File: config.mk
export PLATFORM = sky130hd
export DESIGN_NAME = bram_stream_reader
export DESIGN_NICKNAME = d
export VERILOG_FILES = /design/src/rtl/bram_stream_reader.sv
export SDC_FILE = /design/constraint.sdc
export NUM_CORES = 1
export LEC_CHECK = 0
export CAP_MARGIN = 20
export CORE_MARGIN = 2
export CORE_UTILIZATION = 50
export CTS_BUF_LIST = sky130_fd_sc_hd__clkbuf_16
export DETAILED_ROUTE_END_ITERATION = 8
export PLACE_DENSITY = 0.77
export RECOVER_POWER = 100
export SYNTH_ARGS = -nofsm -noshare
export SYNTH_HDL_FRONTEND = slang
export SYNTH_SLANG_ARGS = --single-unit
File: constraint.sdc
create_clock -name BRAM_CLK -period 4.8 [get_ports BRAM_CLK]
set_input_delay 0.72 -clock BRAM_CLK [delete_from_list [all_inputs] [get_ports BRAM_CLK]]
set_output_delay 0.72 -clock BRAM_CLK [all_outputs]
set_load 0.01 [all_outputs]
File: src/rtl/bram_stream_reader.sv
// bram_stream_reader: reads LEN consecutive 32-bit words from a BRAM port and emits them as a valid/ready stream.
// Latency: first M_VALID READ_LATENCY+2 cycles after START; one word per cycle sustained with M_READY high.
// Backpressure: M_READY low fills the output FIFO; reads stall once FIFO occupancy plus in-flight reads reach FIFO_DEPTH.

// Small generic FIFO; the caller guarantees no write when full.
module stream_fifo #(
  parameter int WIDTH = 32,
  parameter int DEPTH = 4
) (
  input  logic                   core_clk,
  input  logic                   arst_n,
  input  logic                   wr_vld,
  input  logic [WIDTH-1:0]       wr_dat,
  output logic                   rd_vld,
  input  logic                   rd_rdy,
  output logic [WIDTH-1:0]       rd_dat,
  output logic [$clog2(DEPTH):0] count
);
  localparam int AW = $clog2(DEPTH);

  logic [WIDTH-1:0] mem [DEPTH];
  logic [AW-1:0]    wr_ptr;
  logic [AW-1:0]    rd_ptr;
  logic             rd_en;

  assign rd_vld = (count != '0);
  assign rd_en  = rd_vld && rd_rdy;
  assign rd_dat = mem[rd_ptr];

  // Storage array, written at the tail
  always_ff @(posedge core_clk) begin
    if (wr_vld) mem[wr_ptr] <= wr_dat;
  end

  // Pointers and occupancy; push and pop in one cycle leave the count unchanged
  always_ff @(posedge core_clk or negedge arst_n) begin
    if (!arst_n) begin
      wr_ptr <= '0;
      rd_ptr <= '0;
      count  <= '0;
    end else begin
      if (wr_vld) wr_ptr <= wr_ptr + 1'b1;
      if (rd_en)  rd_ptr <= rd_ptr + 1'b1;
      case ({wr_vld, rd_en})
        2'b10:   count <= count + 1'b1;
        2'b01:   count <= count - 1'b1;
        default: count <= count;
      endcase
    end
  end
endmodule

module bram_stream_reader #(
  parameter int BRAM_ADDR_WIDTH = 15,
  parameter int LEN_WIDTH       = 14,
  parameter int READ_LATENCY    = 2,
  parameter int FIFO_DEPTH      = 4
) (
  input  logic                       BRAM_CLK,
  input  logic                       BRAM_RSTN,
  input  logic                       START,
  input  logic [BRAM_ADDR_WIDTH-1:0] BASE_ADDR,
  input  logic [LEN_WIDTH-1:0]       LEN,
  output logic                       BUSY,
  output logic                       DONE,
  output logic [BRAM_ADDR_WIDTH-1:0] BRAM_ADDR,
  output logic                       BRAM_EN,
  output logic [3:0]                 BRAM_WE,
  output logic [31:0]                BRAM_WRDATA,
  input  logic [31:0]                BRAM_RDDATA,
  output logic [31:0]                M_DATA,
  output logic                       M_VALID,
  input  logic                       M_READY,
  output logic                       M_LAST
);
  localparam int CW = $clog2(FIFO_DEPTH) + 1;

  typedef enum logic [1:0] {IDLE, RUN, DRAIN, FIN} state_t;

  state_t                     state;
  state_t                     state_nxt;
  logic [BRAM_ADDR_WIDTH-1:0] addr_q;
  logic [LEN_WIDTH-1:0]       issue_cnt;
  logic [LEN_WIDTH-1:0]       beat_cnt;
  logic [READ_LATENCY-1:0]    tag_sr;
  logic [CW-1:0]              inflight_cnt;
  logic [CW-1:0]              fifo_cnt;
  logic [CW:0]                credit_used;
  logic                       issue;
  logic                       rsp_vld;
  logic                       beat_xfer;
  logic                       start_ok;
  logic                       unused_base_lsb;

  // Word-aligned reads only; the byte offset bits carry no information
  assign unused_base_lsb = ^BASE_ADDR[1:0];

  assign BRAM_WE     = 4'b0000;
  assign BRAM_WRDATA = 32'h0;
  assign BRAM_ADDR   = addr_q;

  // Credit counts words already buffered plus reads whose data is still in the BRAM pipe
  assign credit_used = {1'b0, fifo_cnt} + {1'b0, inflight_cnt};
  assign issue       = (state == RUN) && (issue_cnt != '0) &&
                       (credit_used < (CW+1)'(FIFO_DEPTH));
  assign rsp_vld     = tag_sr[READ_LATENCY-1];
  assign beat_xfer   = M_VALID && M_READY;
  assign start_ok    = (state == IDLE) && START && (LEN != '0);
  assign M_LAST      = M_VALID && (beat_cnt == LEN_WIDTH'(1));

  // State register
  always_ff @(posedge BRAM_CLK or negedge BRAM_RSTN) begin
    if (!BRAM_RSTN) state <= IDLE;
    else            state <= state_nxt;
  end

  // Next state and control outputs; FIN is entered as the last beat leaves
  always_comb begin
    state_nxt = state;
    BUSY      = 1'b0;
    DONE      = 1'b0;
    BRAM_EN   = 1'b0;
    case (state)
      IDLE: begin
        if (START) state_nxt = (LEN != '0) ? RUN : FIN;
      end
      RUN: begin
        BUSY    = 1'b1;
        BRAM_EN = issue;
        if (issue && (issue_cnt == LEN_WIDTH'(1))) state_nxt = DRAIN;
      end
      DRAIN: begin
        BUSY = 1'b1;
        if ((beat_cnt == '0) || ((beat_cnt == LEN_WIDTH'(1)) && beat_xfer))
          state_nxt = FIN;
      end
      FIN: begin
        DONE      = 1'b1;
        state_nxt = IDLE;
      end
      default: state_nxt = IDLE;
    endcase
  end

  // Address and transfer counters
  always_ff @(posedge BRAM_CLK or negedge BRAM_RSTN) begin
    if (!BRAM_RSTN) begin
      addr_q    <= '0;
      issue_cnt <= '0;
      beat_cnt  <= '0;
    end else if (start_ok) begin
      addr_q    <= {BASE_ADDR[BRAM_ADDR_WIDTH-1:2], 2'b00};
      issue_cnt <= LEN;
      beat_cnt  <= LEN;
    end else begin
      if (issue) begin
        addr_q    <= addr_q + BRAM_ADDR_WIDTH'(4);
        issue_cnt <= issue_cnt - 1'b1;
      end
      if (beat_xfer) beat_cnt <= beat_cnt - 1'b1;
    end
  end

  // In-flight read tags; the tag leaving the top marks BRAM_RDDATA as valid
  always_ff @(posedge BRAM_CLK or negedge BRAM_RSTN) begin
    if (!BRAM_RSTN) begin
      tag_sr       <= '0;
      inflight_cnt <= '0;
    end else begin
      tag_sr <= READ_LATENCY'({tag_sr, issue});
      case ({issue, rsp_vld})
        2'b10:   inflight_cnt <= inflight_cnt + 1'b1;
        2'b01:   inflight_cnt <= inflight_cnt - 1'b1;
        default: inflight_cnt <= inflight_cnt;
      endcase
    end
  end

  stream_fifo #(
    .WIDTH (32),
    .DEPTH (FIFO_DEPTH)
  ) u_out_fifo (
    .core_clk (BRAM_CLK),
    .arst_n   (BRAM_RSTN),
    .wr_vld   (rsp_vld),
    .wr_dat   (BRAM_RDDATA),
    .rd_vld   (M_VALID),
    .rd_rdy   (M_READY),
    .rd_dat   (M_DATA),
    .count    (fifo_cnt)
  );
endmodule

# Word level (Yosys, flattened, before mapping)
# Memories as Yosys holds them, arrays and structs flattened.
# Cells that the tools add are included.
op_classes:
  addsub: 10
  order_cmp: 1
  n_eq_ne: 12
  mux: 18
  reduce_logical: 20
op_table:
  columns: ["op", "count"]
  rows:
  - ["14-bit two-way mux", 4]
  - ["15-bit two-way mux", 2]
  - ["14-bit by 1-bit == test with 1-bit output (second input constant)", 2]
  - ["14-bit nonzero test", 2]
  - ["14-bit by 1-bit subtractor with 14-bit output (second input constant)", 2]
  - ["15-bit by 3-bit adder with 15-bit output (second input constant)", 1]
  - ["14-bit zero test", 1]
  - ["3-bit case mux with 2 select lines", 2]
  - ["2-bit == test (second input constant)", 4]
  - ["1-bit logical AND", 8]
  - ["2-bit two-way mux", 4]
  - ["2-bit case mux with 4 select lines", 1]
  - ["2-bit nonzero test", 4]
  - ["3-bit by 1-bit adder with 3-bit output (second input constant)", 2]
  - ["2-bit by 1-bit == test with 1-bit output (second input constant)", 3]
  - ["3-bit by 1-bit subtractor with 3-bit output (second input constant)", 2]
  - ["1-bit two-way mux", 5]
  - ["2-bit by 1-bit adder with 2-bit output (second input constant)", 2]
  - ["3-bit by 3-bit adder with 4-bit output", 1]
  - ["4-bit by 3-bit less-than comparator with 1-bit output (second input constant)", 1]
  - ["2-bit != test (second input constant)", 2]
  - ["3-bit AND reduction", 1]
  - ["3-bit nonzero test", 1]
  - ["2-bit zero test", 1]
  - ["other kinds (3)", 3]
word_totals:
  register_bits: 57
  mem_bits_rw: 128
  input_bits: 65
  out_inout_bits: 88
  wordCells: 71
  n_memories: 1
mem_list:
  columns: ["name", "words", "word_bits", "read_ports", "rd_ports_with_merged_regs", "wr", "line", "text"]
  rows:
  - ["u_out_fifo.mem", 4, 32, 1, 0, 1, "21", "logic [WIDTH-1:0] mem [DEPTH];"]

# Longest topological paths before layout
depth:
  depth_word: 6
  depth_mapped: 11
  mapped_depth_nobuf: 11

# Hierarchy
# A second synthesis with hierarchy kept.
unflattened:
  cells_unflattened: 544
  hier_area_um2: 8190.4
by_module_without_submodules:
  columns: ["mod", "n_inst", "cells_per_inst", "area_each_um2", "seq_area_each_um2"]
  rows:
  - ["stream_fifo", 1, 204, 5068.6, 4018.9]
  - ["bram_stream_reader", 1, 340, 3121.7, 1201.2]

# Least setup slack after synthesis
# No wires, ideal clock.
synth_path:
  path_kind: "register -> register"
  from: "register issue_cnt[6]"
  to: "register inflight_cnt[2]"
  setup_time_ns: 0.079
  arrival_time_ns: 2.606
  t_required_ns: 4.721
  setup_slack_ns: 2.115
  path_stages_with_launch: 10
  path_buffers: 0
  synth_period_minus_slack_ns: 2.685
  cell_sequence: "dfrtp_1 nor4_1 nand4_1 nand2_1 ha_1 inv_1 fa_1 xor2_1 nor2_1 xor2_1"
synth_via:
  elab_chain_cells: 5
  word_cells_on_any_way: 7
  cone_classes: "2 x eq/ne; 1 x mux; 4 x reduce/logical"
synth_lines:
  columns: ["item", "line", "text"]
  rows:
  - ["start, declared", "83", "logic [LEN_WIDTH-1:0] issue_cnt;"]
  - ["start signal, assigned", "158", "issue_cnt <= issue_cnt - 1'b1;"]
  - ["14-bit nonzero test *", "104", "assign issue = (state == RUN) && (issue_cnt != '0) &&"]
  - ["1-bit logical AND * (2 in a row)", "104", null]
  - ["2-bit by 1-bit == test with 1-bit output / 2-bit == test (equally long branches)", "171", "case ({issue, rsp_vld})"]
  - ["3-bit case mux with 2 select lines / 2-bit nonzero test (equally long branches)", null, null]
  - ["end signal, assigned", "172", "2'b10: inflight_cnt <= inflight_cnt + 1'b1;"]
  - ["end signal, assigned", "173", "2'b01: inflight_cnt <= inflight_cnt - 1'b1;"]
  - ["end signal, assigned", "174", "default: inflight_cnt <= inflight_cnt;"]
  - ["end, declared", "86", "logic [CW-1:0] inflight_cnt;"]
# Mark *: on every way between the ends. The rest lies on a longest branch, timed or not.
# A chain may end at the register's enable or synchronous reset.

# Worst setup path after layout
layout_path:
  from: "register state[1]"
  to: "output BRAM_EN"
layout_via:
  elab_chain_cells: 4
layout_lines:
  columns: ["item", "line", "text"]
  rows:
  - ["start, declared", "80", "state_t state;"]
  - ["start signal, assigned", "114", "else state <= state_nxt;"]
  - ["2-bit by 1-bit == test with 1-bit output *", "104, 123", null]
  - ["1-bit logical AND (2 in a row)", "104", null]
  - ["1-bit two-way mux *", "123", "case (state)"]
  - ["end, declared", "67", "output logic BRAM_EN,"]
# Marked as above.

==> impl_metrics.ini <==
[die]
die_w_um = 131
core_um2 = 15800
row_count = 46
die-area_um2 = 17100
die_h_um = 131
start_util = 0.509
top_level_ports = 153

[grt]
grt_pass1_wl_um = 23900
gr-total-overflow = 0
track_usage = 0.187
grt_max_degree = 56
antenna_found_initial = 0
grt_pass1_vias = 4683

[hold_path]
hold_path.class = reg2reg
worstHoldStart = tag_sr[0]
holdPathEnd = tag_sr[1]
worstHoldPathCells = 0

[critical_path]
path_cells = inv_1 > ha_1 > nor4b_1 > and2_0 > nand2_1 > inv_1 > dlygate4sd3_1
worstPathMaxFanout = 13
reg2reg_depth = 11
cpLargestDelayFamily = simple AND/OR/NAND/NOR gates
critical_path_class = reg2out
regToRegSetupSlack_ns = 1.55
critPathLaunchType = flip-flop
critPathArrivalTime_ns = 3.35
slowest_delay_ns = 0.65
reg2reg_from = state[1]
endpoint_kind = primary output
cp.required_ns = 4.08
crit_path_frequent_cell = inv_1
r2r_end = inflight_cnt[2]
path_buf_inv = 3
slowest_stage = and2_0

[placed_design]
dp.final_hpwl_um = 10600
dpl_worst_slack_ns = 1.46
gp_congestion = 0.829
port_buffers = 112
dp.cells = 858

[drt]
first_iter_violations = 329
routed_wl_um = 15700
wl_per_cell_um = 17.7
drt_first_pass_iters = 5
postRouteAntennaNets = 0
vias = 4704
vias_per_cell = 5.29
route.detailed.drc = 0

[power]
p_per_area_nw_per_um2 = 564
peakVddDrop_mv = 0.422
power_w = 0.00554
power.leakage_nw = 3.49

[finish]
fillers = 1180
area_delta_synth_final_pct = 22.0
final_layout_size_suffix_gt1_frac = 0.108
mostFrequentLayoutCell = edfxtp_1
mostFrequentLayoutCells = 128 x edfxtp_1, 81 x dlygate4sd3_1, 55 x dfrtp_1
fin_util = 0.621
multi_input_area_um2 = 2550
layoutNonFillerInstCount = 890
num_antenna_cells = 0
nNetsFinal = 747
seq_area_um2 = 5220

[synthesis]
ys_ff_latch = 183
syn_avg_cell_area_um2 = 14.8
synthArstFlopShare = 0.301
ys_warn_count = 0
ys_seq_area_frac = 0.648
yosysUniqueCellTypes = 42
synth_flop_cell = edfxtp_1
synth_edf_count = 128
syn-cell-area_um2 = 8050
syn_inst = 543

[cts]
cts_setup_buffers = 0
clock-sinks = 183
clkTransAtPathRegs_ns = 0.07
cts_resized = 0
tritoncts = done
clock_latency_ns = 0.43
cts_made_buffers = 17
root_buffer = clkbuf_16
clk_path_buf_depth = 2
cts_max_level = 4
hold_buffers = 0

[sta]
setup_viol = 0
fmax_ghz = 0.246
min_period_ns = 4.07
clock_skew_ns = 0.0150
slew_viol_final = 188
tightestPinTransition_ns = 2.91
setup_tns_ns = 0
hold_viol_final = 0
post-route-period-util = 0.848
worst_slack_ns = 0.730
slew_headroom = -0.941
rsz0062_at_grt = false

[run_status]
violations = max-capacitance violations, max-slew violations
status = finished, violations left

[flow_run]
maxCapViolations = 5
registers in the layout (all words and copies together) (netlist names):
register,cells
BRAM_ADDR,13
beat_cnt,14
inflight_cnt,3
issue_cnt,14
state,2
tag_sr,2
u_out_fifo.count,3
u_out_fifo.mem,128
u_out_fifo.rd_ptr,2
u_out_fifo.wr_ptr,2
cell families after synthesis:
| family | after synthesis | share of synthesized area |
|---|---|---|
| AOI/OAI and AO/OA | 53 | 0.0359 |
| xor gates and xnor gates | 46 | 0.0500 |
| adders and majority gates | 21 | 0.0345 |
| buffers and inverters | 74 | 0.0522 |
| DFF | 183 | 0.648 |
| muxes | 34 | 0.0921 |
| other | 1 | 0.000466 |
| and+or+nand+nor | 131 | 0.0865 |
power by group:
part	internal, W	switching, W	leakage [nW]
Combinational	0.000970	0.000879	1.44
Sequential	0.00203	0.000347	1.78
Clock	0.000685	0.000626	0.276
Total	0.00369	0.00185	3.49
Yosys cell counts, types with 13 or more instances:
library cell  number  area share
xnor2_1           27       0.029
nor4_1            13       0.010
nor3_1            15      0.0093
edfxtp_1         128        0.48
nor2_1            37       0.017
xor2_1            19       0.021
mux4_2            32       0.089
nand2_1           13      0.0061
ha_1              19       0.030
inv_1             19      0.0089
buf_4             38       0.035
dfrtp_1           55        0.17
a21oi_1           41       0.025
per-layer routing:
metal	wire (um)	global-route usage	vias to the layer above
met3	858	0.0480	13
met2	8100	0.315	152
met5	0	0	-
li1	-	-	2192
met1	6600	0.237	2347
met4	156	0.0670	0
per-stage QoR:
step | instance area [um^2] | hold slack, ns
floorplan | 8190 | 0.331
global placement | 9280 | 0.335
detailed placement | 9280 | 0.348
CTS | 9850 | 0.363
global route | 9820 | 0.369
finish | 9820 | 0.358
worst reg2reg max path, cell delays in order, from the launching register on:
cell	delay, ns
dfrtp_1	0.40
inv_1	0.13
ha_1	0.21
nor4b_1	0.54
and2_0	0.65
nand2_1	0.29
ha_1	0.30
inv_1	0.07
fa_1	0.17
xor2_1	0.15
nor2_1	0.07
xor2_1	0.14
area by class of cell:
| type | instances | area share |
|---|---|---|
| Sequential cell | 183 | 0.531 |
| Tap cell | 216 | 0.0275 |
| Multi-Input combinational cell | 323 | 0.259 |
| Inverter | 19 | 0.00726 |
| Clock inverter | 15 | 0.0146 |
| Clock buffer | 17 | 0.0433 |
| Timing Repair Buffer | 117 | 0.117 |
worst max-delay path by stage:
stage               slack [ns]              end                  from  cells after the start
floorplan                 2.11  inflight_cnt[2]          issue_cnt[6]                      9
global placement          1.48          BRAM_EN              state[1]                      7
detailed placement        1.46          BRAM_EN              state[1]                      7
CTS                       0.99          BRAM_EN              state[1]                      7
global route              0.48        M_DATA[2]  u_out_fifo.rd_ptr[0]                      3
finish                    0.73          BRAM_EN              state[1]                      7
Power figures use the tool's default switching activity.
